==> src/rtl/sha256_msg_padder_if.sv <==
// Byte-stream bundle between the host source, the message padder and the
// SHA-256 core load port, plus the padder's status flags.
interface sha256_msg_padder_if;
  logic [7:0] s_data;
  logic       s_valid;
  logic       s_last;
  logic       s_empty;
  logic       s_ready;
  logic [7:0] m_data;
  logic       m_valid;
  logic       m_ready;
  logic       m_first;
  logic       m_blk_end;
  logic       m_msg_end;
  logic       busy;
  logic       err_ovf;

  modport master (
    output s_data, s_valid, s_last, s_empty, m_ready,
    input  s_ready, m_data, m_valid, m_first, m_blk_end, m_msg_end, busy, err_ovf
  );

  modport slave (
    input  s_data, s_valid, s_last, s_empty, m_ready,
    output s_ready, m_data, m_valid, m_first, m_blk_end, m_msg_end, busy, err_ovf
  );
endinterface

==> src/rtl/sha256_msg_padder.sv <==
// SHA-256 message padder: passes message bytes through, then appends 0x80,
// zero fill and the 64-bit bit length, framed as 64-byte blocks.
module sha256_msg_padder #(
  parameter int unsigned LEN_W = 16
) (
  input  logic                clk,
  input  logic                rst_n,
  sha256_msg_padder_if.slave  bus
);
  localparam int unsigned POS_W = 6;
  localparam logic [POS_W-1:0] POS_LAST_PAD = POS_W'(55);
  localparam logic [POS_W-1:0] POS_BLK_END  = POS_W'(63);

  typedef enum logic [2:0] {IDLE, DATA, PAD80, ZERO, LEN} state_e;

  state_e           state_q, state_d;
  logic [POS_W-1:0] pos_q, pos_d;
  logic [LEN_W-1:0] cnt_q, cnt_d;
  logic [7:0]       m_data_q, m_data_d;
  logic             m_valid_q, m_valid_d;
  logic             m_first_q, m_first_d;
  logic             m_blk_end_q, m_blk_end_d;
  logic             m_msg_end_q, m_msg_end_d;
  logic             busy_q, busy_d;
  logic             err_ovf_q, err_ovf_d;
  logic             out_en_q;

  logic             can_load, m_acc, s_acc, s_byte, load;
  logic [7:0]       load_byte, len_byte;
  logic [63:0]      len_bits;

  assign can_load = !m_valid_q || bus.m_ready;
  assign m_acc    = m_valid_q && bus.m_ready;
  assign bus.s_ready = out_en_q && ((state_q == IDLE) || (state_q == DATA)) && can_load;
  assign s_acc    = bus.s_valid && bus.s_ready;
  assign s_byte   = s_acc && !(bus.s_last && bus.s_empty);

  // Length bytes occupy positions 56..63; low pos bits select the byte, MSB first.
  assign len_bits = 64'({cnt_q, 3'b000});
  assign len_byte = 8'(len_bits >> {~pos_q[2:0], 3'b000});

  always_comb begin
    state_d   = state_q;
    pos_d     = pos_q;
    cnt_d     = cnt_q;
    err_ovf_d = err_ovf_q;
    busy_d    = busy_q;
    load      = 1'b0;
    load_byte = 8'h00;

    case (state_q)
      IDLE, DATA: begin
        if (s_acc) begin
          load = 1'b1;
          if (s_byte) begin
            load_byte = bus.s_data;
            state_d   = bus.s_last ? PAD80 : DATA;
            if (&cnt_q) err_ovf_d = 1'b1;
            else        cnt_d     = cnt_q + LEN_W'(1);
          end else begin
            // Empty final beat: the 0x80 goes straight into the output stage.
            load_byte = 8'h80;
            state_d   = (pos_q == POS_LAST_PAD) ? LEN : ZERO;
          end
        end
      end
      PAD80: begin
        if (can_load) begin
          load      = 1'b1;
          load_byte = 8'h80;
          state_d   = (pos_q == POS_LAST_PAD) ? LEN : ZERO;
        end
      end
      ZERO: begin
        if (can_load) begin
          load = 1'b1;
          if (pos_q == POS_LAST_PAD) state_d = LEN;
        end
      end
      LEN: begin
        if (can_load) begin
          load      = 1'b1;
          load_byte = len_byte;
          if (pos_q == POS_BLK_END) begin
            state_d = IDLE;
            cnt_d   = '0;
          end
        end
      end
      default: state_d = IDLE;
    endcase

    // Single output stage: hold while stalled, reload on any generated beat.
    m_valid_d   = m_valid_q && !bus.m_ready;
    m_data_d    = m_data_q;
    m_first_d   = m_first_q;
    m_blk_end_d = m_blk_end_q;
    m_msg_end_d = m_msg_end_q;
    if (load) begin
      m_valid_d   = 1'b1;
      m_data_d    = load_byte;
      m_first_d   = (pos_q == '0);
      m_blk_end_d = (pos_q == POS_BLK_END);
      m_msg_end_d = (state_q == LEN) && (pos_q == POS_BLK_END);
      pos_d       = pos_q + POS_W'(1);
    end

    if (m_acc && m_msg_end_q) busy_d = 1'b0;
    if (s_acc)                busy_d = 1'b1;
  end

  always_ff @(posedge clk or negedge rst_n) begin
    if (!rst_n) begin
      state_q     <= IDLE;
      pos_q       <= '0;
      cnt_q       <= '0;
      m_data_q    <= 8'h00;
      m_valid_q   <= 1'b0;
      m_first_q   <= 1'b0;
      m_blk_end_q <= 1'b0;
      m_msg_end_q <= 1'b0;
      busy_q      <= 1'b0;
      err_ovf_q   <= 1'b0;
      out_en_q    <= 1'b0;
    end else begin
      state_q     <= state_d;
      pos_q       <= pos_d;
      cnt_q       <= cnt_d;
      m_data_q    <= m_data_d;
      m_valid_q   <= m_valid_d;
      m_first_q   <= m_first_d;
      m_blk_end_q <= m_blk_end_d;
      m_msg_end_q <= m_msg_end_d;
      busy_q      <= busy_d;
      err_ovf_q   <= err_ovf_d;
      out_en_q    <= 1'b1;
    end
  end

  assign bus.m_data    = m_data_q;
  assign bus.m_valid   = m_valid_q;
  assign bus.m_first   = m_first_q;
  assign bus.m_blk_end = m_blk_end_q;
  assign bus.m_msg_end = m_msg_end_q;
  assign bus.busy      = busy_q;
  assign bus.err_ovf   = err_ovf_q;
endmodule

==> src/flat_wrapper.sv <==
// flat-port wrapper written by rule: the top's interface ports become plain ports
module sha256_msg_padder_flat 
#(
  parameter int unsigned LEN_W = 16
)
  (clk, rst_n, bus_s_data, bus_s_valid, bus_s_last, bus_s_empty, bus_m_ready, bus_s_ready, bus_m_data, bus_m_valid, bus_m_first, bus_m_blk_end, bus_m_msg_end, bus_busy, bus_err_ovf);
  sha256_msg_padder_if bus_i ();
  input  logic clk;
  input  logic rst_n;
  input wire logic [$bits(bus_i.s_data)-1:0] bus_s_data;
  input wire logic [$bits(bus_i.s_valid)-1:0] bus_s_valid;
  input wire logic [$bits(bus_i.s_last)-1:0] bus_s_last;
  input wire logic [$bits(bus_i.s_empty)-1:0] bus_s_empty;
  input wire logic [$bits(bus_i.m_ready)-1:0] bus_m_ready;
  output wire logic [$bits(bus_i.s_ready)-1:0] bus_s_ready;
  output wire logic [$bits(bus_i.m_data)-1:0] bus_m_data;
  output wire logic [$bits(bus_i.m_valid)-1:0] bus_m_valid;
  output wire logic [$bits(bus_i.m_first)-1:0] bus_m_first;
  output wire logic [$bits(bus_i.m_blk_end)-1:0] bus_m_blk_end;
  output wire logic [$bits(bus_i.m_msg_end)-1:0] bus_m_msg_end;
  output wire logic [$bits(bus_i.busy)-1:0] bus_busy;
  output wire logic [$bits(bus_i.err_ovf)-1:0] bus_err_ovf;
  assign bus_i.s_data = bus_s_data;
  assign bus_i.s_valid = bus_s_valid;
  assign bus_i.s_last = bus_s_last;
  assign bus_i.s_empty = bus_s_empty;
  assign bus_i.m_ready = bus_m_ready;
  assign bus_s_ready = bus_i.s_ready;
  assign bus_m_data = bus_i.m_data;
  assign bus_m_valid = bus_i.m_valid;
  assign bus_m_first = bus_i.m_first;
  assign bus_m_blk_end = bus_i.m_blk_end;
  assign bus_m_msg_end = bus_i.m_msg_end;
  assign bus_busy = bus_i.busy;
  assign bus_err_ovf = bus_i.err_ovf;
  sha256_msg_padder #(.LEN_W(LEN_W)) u_core (.clk(clk), .rst_n(rst_n), .bus(bus_i));
endmodule
==> config.mk <==
export PLATFORM = sky130hd
export DESIGN_NAME = sha256_msg_padder_flat
export DESIGN_NICKNAME = d
export VERILOG_FILES = /design/src/rtl/sha256_msg_padder_if.sv /design/src/rtl/sha256_msg_padder.sv /design/src/flat_wrapper.sv
export SDC_FILE = /design/constraint.sdc
export NUM_CORES = 1
export LEC_CHECK = 0
export ABC_CLOCK_PERIOD_IN_PS = 2550
export BUFFER_PORTS_ARGS = -buffer_cell sky130_fd_sc_hd__buf_2
export CAP_MARGIN = 40
export CORE_MARGIN = 5
export CORE_UTILIZATION = 37
export DETAILED_ROUTE_END_ITERATION = 8
export SYNTH_ARGS = -nofsm -noshare
export SYNTH_HDL_FRONTEND = slang
export SYNTH_SLANG_ARGS = --single-unit
==> constraint.sdc <==
create_clock -name clk -period 2.55 [get_ports clk]
set_input_delay 0.6375 -clock clk [delete_from_list [all_inputs] [get_ports clk]]
set_output_delay 0.6375 -clock clk [all_outputs]
set_load 0.005 [all_outputs]
==> results of run 1 <==
==> routing by layer <==
layer / up-vias / GRT usage, %
met5: - / 0
met4: 0 / 4.317
met3: 4 / 3.362
met2: 32 / 23.13
met1: 897 / 18.75
li1: 897 / -
==> logic make-up (layout without fill, tap and decap cells) <==
| kind of cell | count (synthesis) | in the layout | synth area share (%) |
|---|---|---|---|
| simple gates | 87 | 87 | 20.94 |
| compound gates | 62 | 62 | 19.94 |
| flops | 40 | 40 | 46.78 |
| buf+inv | 17 | 49 | 3.567 |
| mux | 10 | 10 | 4.795 |
| xor+xnor | 5 | 5 | 2.047 |
| fa+ha+maj | 3 | 3 | 1.755 |
| other cells | 1 | 1 | 0.1753 |
==> layout make-up <==
type	instances	area, sq um	area share (%)
multi-input combinational	168	1067	43.21
sequential	40	1001	40.53
clock buffer	6	82.58	3.343
clock inverter	2	10.01	0.4053
inverter	5	18.77	0.7599
tap	72	90.09	3.647
timing repair buffer	36	200.2	8.105
==> stage by stage <==
step                      utilization (%)  instances  total power, uW  setup slack [ns]  area [sq um]
final                               44.31        329             1850            0.4674          2470
after global placement              42.65        321             1426            0.1807          2377
after global routing                44.31        329             1971            0.2365          2470
after CTS                           44.31        329             1866            0.4752          2470
after floorplan                         -        225             1251            0.6363          2140
after detailed placement            42.65        321             1436            0.1783          2377
==> power breakdown <==
part	switching, uW	total (uW)	internal (uW)
logic	291	531	239
registers	134	886	752
clock network	217	433	216
==> cell usage in the layout, fill, tap and decap left out, types with 2 or more instances in the layout <==
cell type,n
and3_1,6
dfrtp_1,40
o21ai_0,13
a21boi_0,2
ha_1,3
nor3b_1,2
mux2i_1,8
buf_4,8
o32ai_1,2
clkbuf_8,6
and2_1,2
inv_1,5
a221o_1,3
nand3_1,14
a31oi_1,9
and4_1,2
nor3_1,2
xnor2_1,2
o31ai_1,6
a41o_1,2
buf_2,28
nand4_1,7
nor4_1,2
a21oi_1,8
clkinv_2,2
a22oi_1,8
nand2_1,26
nor2_1,13
nand2b_1,3
mux2_2,2
xor2_1,3
==> synthesized netlist by cell type, types with 2 or more instances <==
cell      count  area [sq um]
dfrtp_1      40          1001
nand2_1      26         97.59
nand3_1      14         70.07
nor2_1       13         48.80
o21ai_0      13         65.06
a31oi_1       9         56.30
a21oi_1       8         40.04
a22oi_1       8         60.06
mux2i_1       8         80.08
nand4_1       7         43.79
and3_1        6         37.54
clkbuf_1      6         22.52
o31ai_1       6         45.04
inv_1         5         18.77
buf_2         4         20.02
a221o_1       3         30.03
ha_1          3         37.54
nand2b_1      3         18.77
nor3_1        3         15.01
xor2_1        3         26.28
a21boi_0      2         15.01
a41o_1        2         20.02
and2_1        2         12.51
and4_1        2         17.52
buf_4         2         15.01
mux2_2        2         22.52
nor3b_1       2         15.01
nor4_1        2         12.51
o32ai_1       2         17.52
xnor2_1       2         17.52
==> flip-flops by register name, summed over array words and instances (netlist names) <==
register,count
u_core.bus.busy,1
u_core.bus.m_data,8
u_core.pos_q,6
u_core.state_q,3
u_core.cnt_q,16
u_core.bus.m_blk_end,1
u_core.bus.err_ovf,1
u_core.bus.m_msg_end,1
u_core.out_en_q,1
u_core.bus.m_first,1
u_core.bus.m_valid,1
==> worst max-delay path: stages <==
cell and delay, ns:
buf_2 0.12, a211o_1 0.30, nor3_2 0.45, nand3_1 0.36
o21ba_2 0.29, a31oi_1 0.13
==> final timing paths <==
path / start / end / slack, ns
setup / recovery: bus_s_last / u_core.cnt_q[13]$_DFFE_PN0P_ / 0.47
hold / removal: rst_n / u_core.bus.m_msg_end$_DFFE_PN0P_ / 0.28
setup reg to reg: u_core.state_q[1]$_DFFE_PN0P_ / u_core.cnt_q[13]$_DFFE_PN0P_ / 0.48
hold reg to reg: u_core.bus.m_blk_end$_DFFE_PN0P_ / u_core.bus.m_blk_end$_DFFE_PN0P_ / 0.47
max in group asynchronous: rst_n / u_core.state_q[0]$_DFFE_PN0P_ / 1.63
min in group clk: u_core.bus.m_blk_end$_DFFE_PN0P_ / u_core.bus.m_blk_end$_DFFE_PN0P_ / 0.47
==> flow_summary.yaml, run 1 <==
worst_setup_path:
  worstPathArrival_ns: 2.29
  crit_path_end_kind: "register"
  worstSetupPathType: "input port to register"
  start_kind: "input port"
  cp_max_fo: 9
  worstRegToRegCells: 5
  required_ns: 2.76
floorplanning:
  num_rows: 27
  die_area_sq_um: 7404
  chipWidth_um: 86.05
  coreArea_sq_um: 5574
  io_pins: 29
  start_util_pct: 38.38
  die_h_um: 86.05
grt:
  grt_pass1_vias: 1733
  antenna_found_initial: 0
  track_usage_pct: 14.23
  grt_pass1_wl_mm: 8.418
  grt_max_degree: 24
  grt.overflow.total: 0
synthesis:
  syn_area_per_cell_sq_um: 9.509
  yosys_warnings: 0
  async_flop_share_pct: 100.0
  synth_edf_count: 0
  synth_cells: 225
  synth_area_sq_um: 2140
  synth_nets: 242
  synth_seq_area_share_pct: 46.78
  synth_seq_cells: 40
  ys_types: 47
  synthFlopType: "dfrtp_1"
place:
  portBuffers: 28
  hpwl_mm: 3.805
  place.gp.congestion: 0.8445
timing:
  tns_ns: 0
  worstMarginPinSlew_ns: 0.6647
  finalSetupViolCount: 0
  rsz0062_at_grt: "no"
  timing.final.crit_share_pct: 81.67
  min_period_ns: 2.083
  max_slew_margin_pct: 55.28
  slew_violations: 0
  clock.fmax_ghz: 0.4802
  worst_hold_slack_ns: 0.2773
  timing_hold_violations_final: 0
  fin_worst_skew_ns: 0.01117
detailed_routing:
  wl_met1_mm: 2.285
  ant_nets: 0
  vias: 1830
  dr.max_layer_used: "met4"
  wl_per_cell_um: 15.27
  routed-wl-met2_mm: 2.479
  drc: 0
  drt-initial-drc-count: 85
  vias_per_cell: 5.562
  dr.pass1.iters: 4
  wl_met3_um: 216
  totalWireLength_mm: 5.025
cts:
  path_clk_slew_ns: 0.07
  cts_max_level: 2
  postCtsSetupRepairBufs: 0
  clock_sinks: 40
  clkLatencyLatePin_ns: 0.29
  clockRootBuffer: "clkbuf_8"
  numCtsBuffers: 5
  cts_buffer_depth: 2
  postCtsHoldBufs: 0
  cts_resized: 0
  tritoncts: "built"
layout:
  num_antenna_cells: 0
  num-nets-final: 273
  area_delta_synth_final_pct: 15.44
  fill_cells: 550
  drive_above_1_share_pct: 20.23
power_and_ir_drop:
  ir_drop_mv: 0.3012
  p_leak_uw: 0.001150
  p_per_area_nw_per_um2: 748.9
hold_path:
  hp-class: "input port to async pin"
flow_run:
  cap_violations: 0
status:
  status: "complete, no violations"
No activity file was read; power rests on OpenSTA's default activity.
==> run 2, diff against run 1 <==
--- a/config.mk
+++ b/config.mk
@@ -5,7 +5,8 @@
 export SDC_FILE = /design/constraint.sdc
 export NUM_CORES = 1
 export LEC_CHECK = 0
-export ABC_CLOCK_PERIOD_IN_PS = 2550
+export ABC_AREA = 1
+export ABC_CLOCK_PERIOD_IN_PS = 1700
 export BUFFER_PORTS_ARGS = -buffer_cell sky130_fd_sc_hd__buf_2
 export CAP_MARGIN = 40
 export CORE_MARGIN = 5
==> constraint.sdc (replaced) <==
create_clock -name clk -period 1.7 [get_ports clk]
set_input_delay 0.425 -clock clk [delete_from_list [all_inputs] [get_ports clk]]
set_output_delay 0.425 -clock clk [all_outputs]
set_load 0.005 [all_outputs]
==> flow_summary.yaml, run 2 <==
synthesis:
  synth_seq_cells: 40
  synth_top_family_by_area: "simple AND/OR/NAND/NOR gates"
  synth_edf_count: 0
  async_flop_share_pct: 100.0
  yosys.area_share.simple_pct: 40.33
  synth_area_leaders: "dfrtp_1 (42%), nand2_1 (22%), nor2_1 (6.6%)"
  synth_commonest_cells: "nand2_1 (142), nor2_1 (42), dfrtp_1 (40), inv_1 (27), nand3_1 (22)"
  synth_top_area_cell: "dfrtp_1"
  yosys_warnings: 0
  synth_nets: 358
  syn_area_per_cell_sq_um: 7.023
  synthMuxAreaShare_pct: 0
  synth_area_sq_um: 2395
  synth-adder-area-share_pct: 1.567
  synthFlopType: "dfrtp_1"
  synth_xor_area_share_pct: 5.120
  synth_seq_area_share_pct: 41.80
  yosysMostFrequentCell: "nand2_1"
  ys_types: 29
  synth_top_area_share_pct: 41.80
  synth_compound_area_share_pct: 4.911
  synth_cells: 341
layout:
  drive_above_1_share_pct: 24.82
  num-nets-final: 427
  final_cells: 488
  stdcell_area_sq_um: 3105
  regMostFlops: "u_core.cnt_q"
  final_cell_mix: "nand2_1 (139), dfrtp_1 (40), nor2_1 (38)"
  largest_reg_flops: 16
  final_common_cell: "nand2_1"
  num_antenna_cells: 0
  area_delta_synth_final_pct: 29.68
detailed_routing:
  drt-initial-drc-count: 153
  drc: 0
  vias_per_cell: 4.648
  ant_nets: 0
  dr.pass1.iters: 4
  vias: 2268
  totalWireLength_mm: 5.920
  wl_per_cell_um: 12.13
place:
  portBuffers: 28
  place.gp.congestion: 0.8481
  hpwl_mm: 4.302
  dpl_cell_area_sq_um: 2855
  dp_cells: 472
worst_setup_path:
  cp_num_cells: 5
  critPathCapture: "bus_s_ready"
  rr_startpoint: "u_core.pos_q[0]$_DFFE_PN0P_"
  worstRegToRegCells: 11
  r2r_setup_slack_ns: 0.13
  worstSetupPathType: "register to primary output"
  crit_family: "flip-flops"
  cp_max_fo: 3
  start_kind: "register"
  required_ns: 1.27
  critPathBufInv: 2
  crit_path_end_kind: "primary output"
  worstPathArrival_ns: 1.23
  critPathSlowestCell: "dfrtp_1"
  timing.rr.end: "u_core.state_q[2]$_DFFE_PN0P_"
  path_cells: "nor2_4 -> nand2_2 -> nor2_4 -> buf_6 -> buf_6"
  slowest_delay_ns: 0.42
  startpoint: "u_core.state_q[1]$_DFFE_PN0P_"
cts:
  clock_sinks: 40
  clockRootBuffer: "clkbuf_8"
  clkLatencyLatePin_ns: 0.30
  tritoncts: "built"
  path_clk_slew_ns: 0.08
  cts_max_level: 2
  numCtsBuffers: 5
  postCtsHoldBufs: 0
  cts_buffer_depth: 2
timing:
  clock.fmax_ghz: 0.6046
  rsz0062_at_grt: "yes"
  min_period_ns: 1.654
  worst_hold_slack_ns: 0.08468
  timing_hold_violations_final: 0
  timing.final.crit_share_pct: 97.30
  fin_worst_skew_ns: 0.007408
  slew_violations: 0
  finalSetupViolCount: 0
power_and_ir_drop:
  p_leak_uw: 0.001591
  clock_power_share_pct: 16.7
  switchingPower_uw: 1982
  p_per_area_nw_per_um2: 1505
  internal_power_uw: 2691
  ir_drop_mv: 0.8754
  swShare_pct: 42.42
  power_frac_seq_pct: 30.3
  power_frac_comb_pct: 52.9
floorplanning:
  chipWidth_um: 90.45
  coreArea_sq_um: 6314
  num_rows: 29
  die_h_um: 90.45
  start_util_pct: 37.93
  die_area_sq_um: 8181
  io_pins: 29
grt:
  grt_max_degree: 41
  grt_pass1_vias: 2155
  antenna_found_initial: 0
  track_usage_pct: 14.52
  grt_pass1_wl_mm: 9.942
  grt.overflow.total: 0
status:
  status: "complete, no violations"
hold_path:
  hp-class: "input port to async pin"
flow_run:
  cap_violations: 0
[run 2: cell count changes after synthesis, moves of 8 or more]
| cell | previous run | this run |
|---|---|---|
| inv_1 | 5 | 27 |
| xor2_1 | 3 | 13 |
| a22oi_1 | 8 | 0 |
| nor2_1 | 13 | 42 |
| nand3_1 | 14 | 22 |
| nand2_1 | 26 | 142 |
| mux2i_1 | 8 | 0 |
| a31oi_1 | 9 | 0 |
[run 2: logic make-up (layout without fill, tap and decap cells)]
kind of cell	Yosys count	in the layout
AOI/OAI and AO/OA	20	20
xor gates and xnor gates	14	14
buffers and inverters	35	104
DFF	40	40
and+or+nand+nor	228	229
other	1	1
adders and majority gates	3	3
[run 2: area by class of cell]
type / count / area (sq um)
fillers: 626 / 3208
multi-input cells: 267 / 1320
flip-flops and latches: 40 / 1001
repair buffers: 66 / 460.4
inverters: 30 / 116.4
well taps: 77 / 96.34
clock buffers: 5 / 68.82
clock inverters: 3 / 42.54
[run 2: worst min-delay path by stage]
| stage | to | start | slack [ns] |
|---|---|---|---|
| final | u_core.cnt_q[1]$_DFFE_PN0P_ | rst_n | 0.08 |
| after global routing | u_core.pos_q[0]$_DFFE_PN0P_ | rst_n | 0.1 |
| after CTS | u_core.bus.busy$_DFFE_PN0P_ | rst_n | 0.09 |
| after detailed placement | u_core.cnt_q[1]$_DFFE_PN0P_ | rst_n | 0.41 |
| after global placement | u_core.cnt_q[1]$_DFFE_PN0P_ | rst_n | 0.41 |
| after floorplan | u_core.bus.busy$_DFFE_PN0P_ | rst_n | 0.13 |
[run 2: metal layers]
metal	share of wire, %	global-route usage [%]	wire length, um
met4	1.0	3.722	59
met1	48	19.35	2841
met2	46	23.60	2729
met3	4.9	3.500	290
met5	0	0	0
[run 2: per-stage QoR]
step                setup slack [ns]  util, %  setup TNS (ns)  power (uW)
finish                       0.04592    49.19               0        4673
global route                -0.05018    49.19        -0.09013        5104
CTS                         0.001528    47.38               0        4468
detailed placement          -0.03946    45.22         -0.5198        3618
global placement             0.02095    45.22               0        3587
floorplan                     0.1015        -               0        2820
[run 2: repair_timing]
item	CTS	global route
setup endpoints to repair	1	22
pin swaps	0	6
gates resized for setup	1	20
buffers inserted	3	4
cloned	0	1
[run 2: power by group through the flow]
stage                     registers, uW  clock network [uW]  logic [uW]
after global routing               1460                 860        2790
after floorplan                    1460                   0        1360
after detailed placement           1430                   0        2180
after global placement             1430                   0        2160
after CTS                          1410                 804        2260
final                              1420                 782        2470
